### src/rtl/any1_pkg.sv
// Shared ANY-1 core types and constants: reorder-buffer sizing, rid type,
// reorder-entry record and fault-cause helpers.
package any1_pkg;

  localparam int AWID      = 64;
  localparam int ROB_DWID  = 64;
  localparam int ROB_DEPTH = 16;
  localparam int ROB_RIDW  = $clog2(ROB_DEPTH);

  localparam logic [15:0] CAUSE_NONE = 16'h0;

  typedef logic [ROB_RIDW-1:0] rid_t;

  typedef struct packed {
    logic                v;
    logic                cmt;
    logic [AWID-1:0]     ip;
    logic                rfwr;
    logic [7:0]          rt;
    logic [ROB_DWID-1:0] res;
    logic [15:0]         cause;
    logic                jump;
    logic [ROB_DWID-1:0] jump_tgt;
    logic                takb;
  } sReorderEntry;

  function automatic logic is_fault(input logic [15:0] cause);
    return cause != CAUSE_NONE;
  endfunction

endpackage

### src/rtl/any1_rob_fwd_search.sv
// Youngest-first register match over the reorder buffer; valid bits bound
// the live window, so only entries between head and tail can match.
module any1_rob_fwd_search #(
  parameter int DEPTH = 16,
  parameter int RIDW  = $clog2(DEPTH),
  parameter int DWID  = 64
) (
  input  logic [DEPTH-1:0]           v_i,
  input  logic [DEPTH-1:0]           rfwr_i,
  input  logic [DEPTH-1:0]           cmt_i,
  input  logic [DEPTH-1:0][7:0]      rt_i,
  input  logic [DEPTH-1:0][DWID-1:0] res_i,
  input  logic [RIDW-1:0]            tail_i,
  input  logic [7:0]                 reg_i,
  output logic                       hit_o,
  output logic                       rdy_o,
  output logic [DWID-1:0]            res_o
);

  logic [RIDW-1:0] idx;

  // Walk oldest to youngest so the youngest match is written last and wins.
  always_comb begin
    hit_o = 1'b0;
    rdy_o = 1'b0;
    res_o = '0;
    idx   = '0;
    for (int k = DEPTH - 1; k >= 0; k--) begin
      idx = tail_i - RIDW'(1) - RIDW'(k);
      if (reg_i != 8'd0 && v_i[idx] && rfwr_i[idx] && rt_i[idx] == reg_i) begin
        hit_o = 1'b1;
        rdy_o = cmt_i[idx];
        res_o = res_i[idx];
      end
    end
  end

endmodule

### src/rtl/any1_reorder_buffer.sv
// Circular reorder buffer: in-order allocate, out-of-order complete by rid,
// in-order retire with exception flush. ANY1_ROB_FWD_EN adds result forwarding.
module any1_reorder_buffer
  import any1_pkg::*;
#(
  parameter int DEPTH = ROB_DEPTH,
  parameter int RIDW  = $clog2(DEPTH),
  parameter int DWID  = ROB_DWID
) (
  input  logic            clk_i,
  input  logic            rst_i,
  input  logic            flush_i,
  input  logic            alloc_v_i,
  input  logic [AWID-1:0] alloc_ip_i,
  input  logic            alloc_rfwr_i,
  input  logic [7:0]      alloc_rt_i,
  output logic            alloc_rdy_o,
  output logic [RIDW-1:0] alloc_rid_o,
  input  logic            cmpl_v_i,
  input  logic [RIDW-1:0] cmpl_rid_i,
  input  logic [DWID-1:0] cmpl_res_i,
  input  logic [15:0]     cmpl_cause_i,
  input  logic            cmpl_jump_i,
  input  logic [DWID-1:0] cmpl_tgt_i,
  input  logic            cmpl_takb_i,
  output logic            cmt_v_o,
  output logic [AWID-1:0] cmt_ip_o,
  output logic            cmt_rfwr_o,
  output logic [7:0]      cmt_rt_o,
  output logic [DWID-1:0] cmt_res_o,
  output logic            cmt_exc_o,
  output logic [15:0]     cmt_cause_o,
`ifdef ANY1_ROB_FWD_EN
  input  logic [7:0]      fwd_reg_i,
  output logic            fwd_hit_o,
  output logic            fwd_rdy_o,
  output logic [DWID-1:0] fwd_res_o,
`endif
  output logic [RIDW:0]   count_o,
  output logic            empty_o
);

  localparam logic [RIDW:0] FULL_CNT = (RIDW+1)'(DEPTH);

  logic [RIDW-1:0] head, tail;
  logic [RIDW:0]   count;

  logic [DEPTH-1:0]            ent_v, ent_cmt;
  logic [DEPTH-1:0]            ent_rfwr, ent_jump, ent_takb;
  logic [DEPTH-1:0][AWID-1:0]  ent_ip;
  logic [DEPTH-1:0][7:0]       ent_rt;
  logic [DEPTH-1:0][DWID-1:0]  ent_res, ent_tgt;
  logic [DEPTH-1:0][15:0]      ent_cause;

  logic alloc_fire, cmpl_fire, ret_fire, ret_exc;

  // Readiness uses registered count only: a retire never frees a slot in the same cycle.
  assign alloc_rdy_o = count < FULL_CNT;
  assign alloc_rid_o = tail;
  assign count_o     = count;
  assign empty_o     = count == '0;

  assign alloc_fire = alloc_v_i && alloc_rdy_o;
  assign cmpl_fire  = cmpl_v_i && ent_v[cmpl_rid_i];
  assign ret_fire   = ent_v[head] && ent_cmt[head];
  assign ret_exc    = ret_fire && is_fault(ent_cause[head]);

  // Entry payload: written on allocate/complete, never reset.
  always_ff @(posedge clk_i) begin
    if (alloc_fire) begin
      ent_ip[tail]    <= alloc_ip_i;
      ent_rfwr[tail]  <= alloc_rfwr_i;
      ent_rt[tail]    <= alloc_rt_i;
      ent_cause[tail] <= CAUSE_NONE;
    end
    if (cmpl_fire) begin
      ent_res[cmpl_rid_i]   <= cmpl_res_i;
      ent_cause[cmpl_rid_i] <= cmpl_cause_i;
      ent_jump[cmpl_rid_i]  <= cmpl_jump_i;
      ent_tgt[cmpl_rid_i]   <= cmpl_tgt_i;
      ent_takb[cmpl_rid_i]  <= cmpl_takb_i;
    end
  end

  // Pointers, occupancy, entry state bits and the registered retire port.
  always_ff @(posedge clk_i) begin
    if (rst_i) begin
      head        <= '0;
      tail        <= '0;
      count       <= '0;
      ent_v       <= '0;
      ent_cmt     <= '0;
      cmt_v_o     <= 1'b0;
      cmt_ip_o    <= '0;
      cmt_rfwr_o  <= 1'b0;
      cmt_rt_o    <= '0;
      cmt_res_o   <= '0;
      cmt_exc_o   <= 1'b0;
      cmt_cause_o <= '0;
    end else if (flush_i) begin
      head    <= '0;
      tail    <= '0;
      count   <= '0;
      ent_v   <= '0;
      ent_cmt <= '0;
      cmt_v_o <= 1'b0;
    end else begin
      cmt_v_o <= ret_fire;
      if (ret_fire) begin
        cmt_ip_o    <= ent_ip[head];
        cmt_rt_o    <= ent_rt[head];
        cmt_res_o   <= ent_res[head];
        cmt_exc_o   <= ret_exc;
        cmt_cause_o <= ent_cause[head];
        cmt_rfwr_o  <= ent_rfwr[head] && !ret_exc;
      end
      if (ret_exc) begin
        head    <= '0;
        tail    <= '0;
        count   <= '0;
        ent_v   <= '0;
        ent_cmt <= '0;
      end else begin
        if (alloc_fire) begin
          ent_v[tail]   <= 1'b1;
          ent_cmt[tail] <= 1'b0;
          tail          <= tail + RIDW'(1);
        end
        if (cmpl_fire)
          ent_cmt[cmpl_rid_i] <= 1'b1;
        // Retire last so it overrides a same-cycle repeat completion of head.
        if (ret_fire) begin
          ent_v[head]   <= 1'b0;
          ent_cmt[head] <= 1'b0;
          head          <= head + RIDW'(1);
        end
        count <= count + (RIDW+1)'(alloc_fire) - (RIDW+1)'(ret_fire);
      end
    end
  end

`ifdef ANY1_ROB_FWD_EN
  any1_rob_fwd_search #(
    .DEPTH (DEPTH),
    .RIDW  (RIDW),
    .DWID  (DWID)
  ) u_fwd_search (
    .v_i    (ent_v),
    .rfwr_i (ent_rfwr),
    .cmt_i  (ent_cmt),
    .rt_i   (ent_rt),
    .res_i  (ent_res),
    .tail_i (tail),
    .reg_i  (fwd_reg_i),
    .hit_o  (fwd_hit_o),
    .rdy_o  (fwd_rdy_o),
    .res_o  (fwd_res_o)
  );
`endif

endmodule

### config.mk
export PLATFORM = sky130hd
export DESIGN_NAME = any1_reorder_buffer
export DESIGN_NICKNAME = d
export VERILOG_FILES = /design/src/rtl/any1_pkg.sv /design/src/rtl/any1_rob_fwd_search.sv /design/src/rtl/any1_reorder_buffer.sv
export SDC_FILE = /design/constraint.sdc
export NUM_CORES = 2
export LEC_CHECK = 0
export ABC_CLOCK_PERIOD_IN_PS = 5000
export CORE_MARGIN = 5
export CORE_UTILIZATION = 45
export CTS_BUF_LIST = sky130_fd_sc_hd__clkbuf_16
export DETAILED_ROUTE_END_ITERATION = 7
export PLACE_DENSITY = 0.62
export SLEW_MARGIN = 20
export SYNTH_ARGS = -nofsm -noshare
export SYNTH_HDL_FRONTEND = slang
export SYNTH_HIERARCHICAL = 1
export SYNTH_SLANG_ARGS = --single-unit
### constraint.sdc
create_clock -name clk_i -period 5 [get_ports clk_i]
set_input_delay 1.25 -clock clk_i [delete_from_list [all_inputs] [get_ports clk_i]]
set_output_delay 1.25 -clock clk_i [all_outputs]
set_load 0.05 [all_outputs]
# [After elaboration in Yosys (flattened, before gate mapping)]
# Index checks and enable logic that the tools add are counted.
# Widths: inputs -> output; s select.
[word_totals] elab_cells=165 reg_bits=2648 input_bits=228
[classes] n_bitwise=10 magnitude_cmp=7 n_reduce_logical=14 muxes=53 addsub=4
[ops] cell="$bwmux 1024" n=2
[ops] cell="$bmux 64 s4" n=2
[ops] cell="$demux 64 s4" n=2
[ops] cell="$mux 256" n=2
[ops] cell="$mux 16" n=17
[ops] cell="$and 256x256->256" n=1
[ops] cell="$bwmux 256" n=1
[ops] cell="$mux 64" n=4
[ops] cell="$not 256->256" n=1
[ops] cell="$bwmux 128" n=1
[ops] cell="$demux 16 s4" n=2
[ops] cell="$bmux 16 s4" n=1
[ops] cell="$and 16x16->16" n=3
[ops] cell="$bmux 8 s4" n=1
[ops] cell="$demux 8 s4" n=1
[ops] cell="$not 16->16" n=2
[ops] cell="$or 16x16->16" n=2
[ops] cell="$bmux 1 s4" n=4
[ops] cell="$bwmux 16" n=1
[ops] cell="$mux 8" n=2
[ops] cell="$reduce_bool 16->1" n=1
[ops] cell="$lt 4x5->1 const B" n=3
[ops] cell="$demux 1 s4" n=3
[ops] cell="$ge 4x1->1 const B" n=3
[ops] cell="other kinds (12)" n=26

# [Depth between registers and ports, before layout]
[depth] word_depth=17 ltp_mapped=19 depth_no_buf=16

# [Least setup slack after synthesis]
# No wires, ideal clock.
[synth_timing] path_kind="input to register" from="input cmpl_rid_i[1]" to="register ent_res[768] (netlist bit) (enable)" n_path_buf=2 arrival_ns=4.283 setup_ns=0.453 slack_ns=0.263 cell_stages=5 cell_sequence="clkbuf_1 mux4_2 nand4_1 nor3_1 clkbuf_1"
[synth_between] elab_chain_len=3
[synth_lines] element="start: declaration" line_no="any1_reorder_buffer.sv:20" source="input logic [RIDW-1:0] cmpl_rid_i,"
[synth_lines] element="$bmux 1 s4" line_no="any1_reorder_buffer.sv:64" source="assign cmpl_fire = cmpl_v_i && ent_v[cmpl_rid_i];"
[synth_lines] element="$mux 1 (implied by the code)" line_no="any1_reorder_buffer.sv:64"
[synth_lines] element="$logic_and 1x1->1" line_no="any1_reorder_buffer.sv:64"
[synth_lines] element="end signal: indexed assignment" line_no="any1_reorder_buffer.sv:77" source="ent_res[cmpl_rid_i] <= cmpl_res_i;"
[synth_lines] element="end: declaration" line_no="any1_reorder_buffer.sv:52" source="logic [DEPTH-1:0][DWID-1:0] ent_res, ent_tgt;"
# No other way between the ends. The select of a mux whose other input is x is not followed.
# A chain may end at the register's enable or synchronous reset.

# [Final worst setup path]
[layout_timing] from="register head[0]" to="register ent_v[13]"
[layout_between] elab_chain_len=7 elab_cells_between_ends=18 classes_between="order compare (2); mux (9); bitwise (2); reduce/logical (5)"
[layout_lines] element="start: declaration" line_no="any1_reorder_buffer.sv:45" source="logic [RIDW-1:0] head, tail;"
[layout_lines] element="start signal: assignment" line_no="any1_reorder_buffer.sv:135" source="head <= head + RIDW'(1);"
[layout_lines] element="$lt 4x5->1 (implied by the code) / $ge 4x1->1 (equally long branches)" line_no="any1_reorder_buffer.sv:133" source="ent_v[head] <= 1'b0;"
[layout_lines] element="$logic_and 1x1->1 (implied by the code)" line_no="any1_reorder_buffer.sv:133"
[layout_lines] element="$mux 1 (implied by the code)" line_no="any1_reorder_buffer.sv:133"
[layout_lines] element="$demux 1 s4" line_no="any1_reorder_buffer.sv:133"
[layout_lines] element="$not 16->16 (no source line)"
[layout_lines] element="$and 16x16->16 (no source line)"
[layout_lines] element="$mux 16" line_no="any1_reorder_buffer.sv:132" source="if (ret_fire) begin"
[layout_lines] element="end signal: assignment" line_no="any1_reorder_buffer.sv:121" source="ent_v <= '0;"
[layout_lines] element="end signal: indexed assignment" line_no="any1_reorder_buffer.sv:125" source="ent_v[tail] <= 1'b1;"
[layout_lines] element="end signal: indexed assignment" line_no="any1_reorder_buffer.sv:133"
[layout_lines] element="end: declaration" line_no="any1_reorder_buffer.sv:48" source="logic [DEPTH-1:0] ent_v, ent_cmt;"
# Several ways; a longest one is shown, not always the timed one. The select of a mux whose other input is x is not followed.

==> summary.txt <==
Logic synthesis
  • Post-synth top cells: edfxtp_1, nand2_1, mux4_2
  • Synthesized area: between 100000 and 150000 µm²
  • Total of flip-flops plus latches after synthesis: approximately 2600
  • Synthesized netlist net count: ~5500
  • Fraction of synthesized cell area taken by the top area cell type: approximately 66%
  • Most frequently used flop master after synthesis: edfxtp_1
  • Unique cell type count in the Yosys netlist: 36
  • Post-synthesis instance total: 5274
  • Library cell occupying the most area in the post-synthesis netlist: edfxtp_1
  • Sequential cell area fraction in the yosys report: approximately 75%
  • Number of flops mapped to enable cells by yosys: approximately 2200
  • Post-synthesis area per instance: roughly 19 µm²
  • Main area contributors after synthesis: edfxtp_1, mux4_2, dfxtp_1
  • Synthesis Warnings: 6
  • Share of flip-flops with an asynchronous set or reset after synthesis: 0%
  • Cell with the most instances after synthesis: edfxtp_1

Pwr
  • Switching power as a share of total power: 19.72%
  • Combinational power share: around 1.5%
  • Worst IR drop on VDD: about 350 µV
  • Switching Power: between 8000 and 9000 µW
  • Sequential Power Share: between 50 and 60%
  • Leakage Power: 0.03561 µW
  • Clock network fraction of total power: 44.9%
  • Cell internal pwr: 35900 µW
  • Power density over the cells: roughly 380 nW/µm²

Placement
  • Dpl hpwl: 131900 µm
  • Post-Place Worst Slack: between 0.8 and 0.9 ns
  • Global placer's final weighted congestion: between 0.7 and 0.8
  • Number of placed cells counting well taps: about 8400
  • Post-DP Area: roughly 110000 µm²
  • IO buf count: 327

Route
  • Total wirelength of the detailed-routed design: 250200 µm
  • Vias per cell: ~5.7
  • Routed length per placed instance: around 28 µm
  • Iteration-0 DRC Markers: between 4000 and 5000
  • DRT Pass-1 Iters: 5
  • Remaining design rule violation count: 0
  • Via count: roughly 51000
  • Number of nets still failing antenna checks after routing: 0

Layout
  • Fin util: a little over half
  • Multi-input logic area: roughly 24000 µm²
  • Final non-filler cell area: between 100000 and 150000 µm²
  • Footprint of the flip-flops and latches: ~75000 µm²
  • Final instance count without filler cells: 8929
  • Layout overhead on the synthesized area: 16.57%
  • Fraction of final layout cells sized beyond drive strength 1: about 22%
  • Total of fill cells in the finished design: between 15000 and 20000
  • NumNets Final: about 6000

Clock tree
  • Clock sink total: ~2600
  • CTS Hold Buffers Added: 0
  • Longest Clk Path Bufs: 4
  • Num CTS Buffers: ~290
  • CTS H-tree depth: 5
  • Clock Root Buffer: clkbuf_16
  • Post-CTS Resized: 0
  • CTS tree: yes
  • Number of buffers added for setup after CTS: 0
  • Insertion delay to the later sink of the worst-skew pair: about 0.92 ns
  • Clock transition at the register clock pins on the worst setup and hold paths after CTS: 0.06 ns

Min path
  • Worst hold path cell count: 2
  • Hold Crit Class: reg -> reg

GRT
  • Global-route wire length before repair: approximately 360000 µm
  • Met2 track demand over resource in global routing: roughly a third
  • Maximum number of pins on one net before global-route repair: 146
  • GR peak layer: met2
  • Overall overflow remaining after global route: 0
  • Global routing met3 resource utilization: between 4 and 5%
  • Total track usage: a little over a fifth
  • Number of global-route vias before repair: around 52000
  • Number of antenna violations at the first check in global routing: 61
  • Fraction of met1 tracks used by global routing: 29.45%

Timing
  • Relative max-transition margin: between 20% and 30%
  • Part of the cycle the worst path needs: a little over 80%
  • Unrepaired setup endpoints after global routing: no
  • Slew of the pin with the lowest slew margin: 1.051 ns
  • Number of pins exceeding their max-slew limit in the final report: 0
  • Number of failing setup endpoints in the final timing report: 0
  • Clock Skews: about 0.050 ns
  • Final critical path time including I/O delays and setup: approximately 4.0 ns
  • Highest achievable clock rate: ~0.25 GHz
  • Worst Setup Slack, final: roughly 0.96 ns
  • Number of failing hold endpoints at the final stage: 0
  • Post-Route Setup TNS: 0 ns

Job
  • Max-cap check violation count: 0

Floorplanning
  • Starting density of the core: a little under half
  • Y dimension of the die: a little under 500 µm
  • Number of rows in the core area: between 150 and 200
  • Core Footprint: around 220000 µm²
  • Die width: slightly below 500 µm
  • Io pins: ~390
  • Die footprint: between 200000 and 250000 µm²

Setup path
  • Crit start category: flip-flop
  • Critical path required time: roughly 5.8 ns
  • Worst endpoint data arrival time: ~4.8 ns
  • Crit Path Category: reg -> reg
  • Critical path fanouts, max: 28
  • Endpoint type of the worst setup path: flip-flop
  • Worst r2r path cells: 10

Run status
  • Status: complete, no violations
==> layout make-up <==
type / instances / area share, %
flip-flops and latches: 2648 / 64.19
multi-input cells: 2255 / 20.38
clock buffers: 303 / 6.493
repair buffers: 475 / 4.392
well taps: 2975 / 3.187
clock inverters: 208 / 1.120
inverters: 31 / 0.1596
diodes: 34 / 0.07285
==> logic make-up after synthesis <==
kind of cell,share of synthesized area (%)
buf+inv,1.555
compound gates,2.482
simple gates,3.933
xor+xnor,0.08742
fa+ha+maj,0.1948
flops,74.81
mux,16.94
==> worst paths after layout <==
| kind | from | end | slack (ns) |
|---|---|---|---|
| worst max register to register | head[0] | ent_v[13] | 0.96 |
| worst min register to register | ent_cause[252] | ent_cause[252] | 0.45 |
| worst min-delay path | ent_cause[252] | ent_cause[252] | 0.45 |
| worst max-delay path | head[0] | ent_v[13] | 0.96 |
==> power groups by stage <==
stage	clock network (µW)	registers (µW)	logic, µW
global placement	0	24400	666
finish	20100	24000	692
global route	21400	24000	745
CTS	20500	24000	697
detailed placement	0	24400	695
floorplan	0	24400	212
==> registers in the layout, indices dropped and copies added, names as in the netlist, 5 cells and up <==
register	count
ent_rt	128
cmt_cause_o	16
ent_rfwr	16
ent_ip	1024
ent_cause	256
cmt_rt_o	8
ent_res	1024
count_o	5
cmt_res_o	64
ent_cmt	16
ent_v	16
cmt_ip_o	64
==> critical path, stage by stage, from the launching register on <==
cell and delay, ns:
dfxtp_4 0.66, buf_4 0.43, mux4_2 0.57, a22oi_1 0.15, nand2_1 0.22, nor4_1 0.69
buf_4 0.22, and4_1 0.35, o21ai_4 0.20, buf_16 0.23, nor3_1 0.21
==> stage by stage <==
step                      total power (µW)  hold slack, ns
final                                44710          0.4540
after global routing                 46130          0.4680
after CTS                            45140          0.4548
after detailed placement             25130          0.4459
after global placement               25090          0.4398
after floorplan                      24650          0.4328
==> placed cells by master, fill, tap and decap left out, types with 6 or more instances in the layout <==
cell type,Yosys,routed
nand2b_1,8,8
nor3_2,3,7
a21oi_1,172,172
nor2_4,0,13
diode_2,0,34
o21ai_0,260,260
dfxtp_1,456,452
nor2b_1,6,6
buf_12,0,56
inv_1,31,92
nand2_1,844,844
ha_1,14,14
buf_4,3,90
nand4_1,6,6
bufinv_16,0,16
nor3_1,37,33
clkinv_2,0,36
edfxtp_1,2192,2192
o211ai_1,8,8
clkbuf_16,0,303
mux4_2,753,753
nand3_1,23,23
a22oi_1,32,32
clkinv_1,0,66
inv_6,0,18
nor2_1,63,50
clkdlybuf4s50_1,0,326
==> metal layers <==
metal	wire length [µm]	up-vias
met5	129	-
met4	7693	20
met3	18060	458
met2	122200	1780
met1	102100	26910
li1	-	21820
No activity file was read; power rests on OpenSTA's default activity.
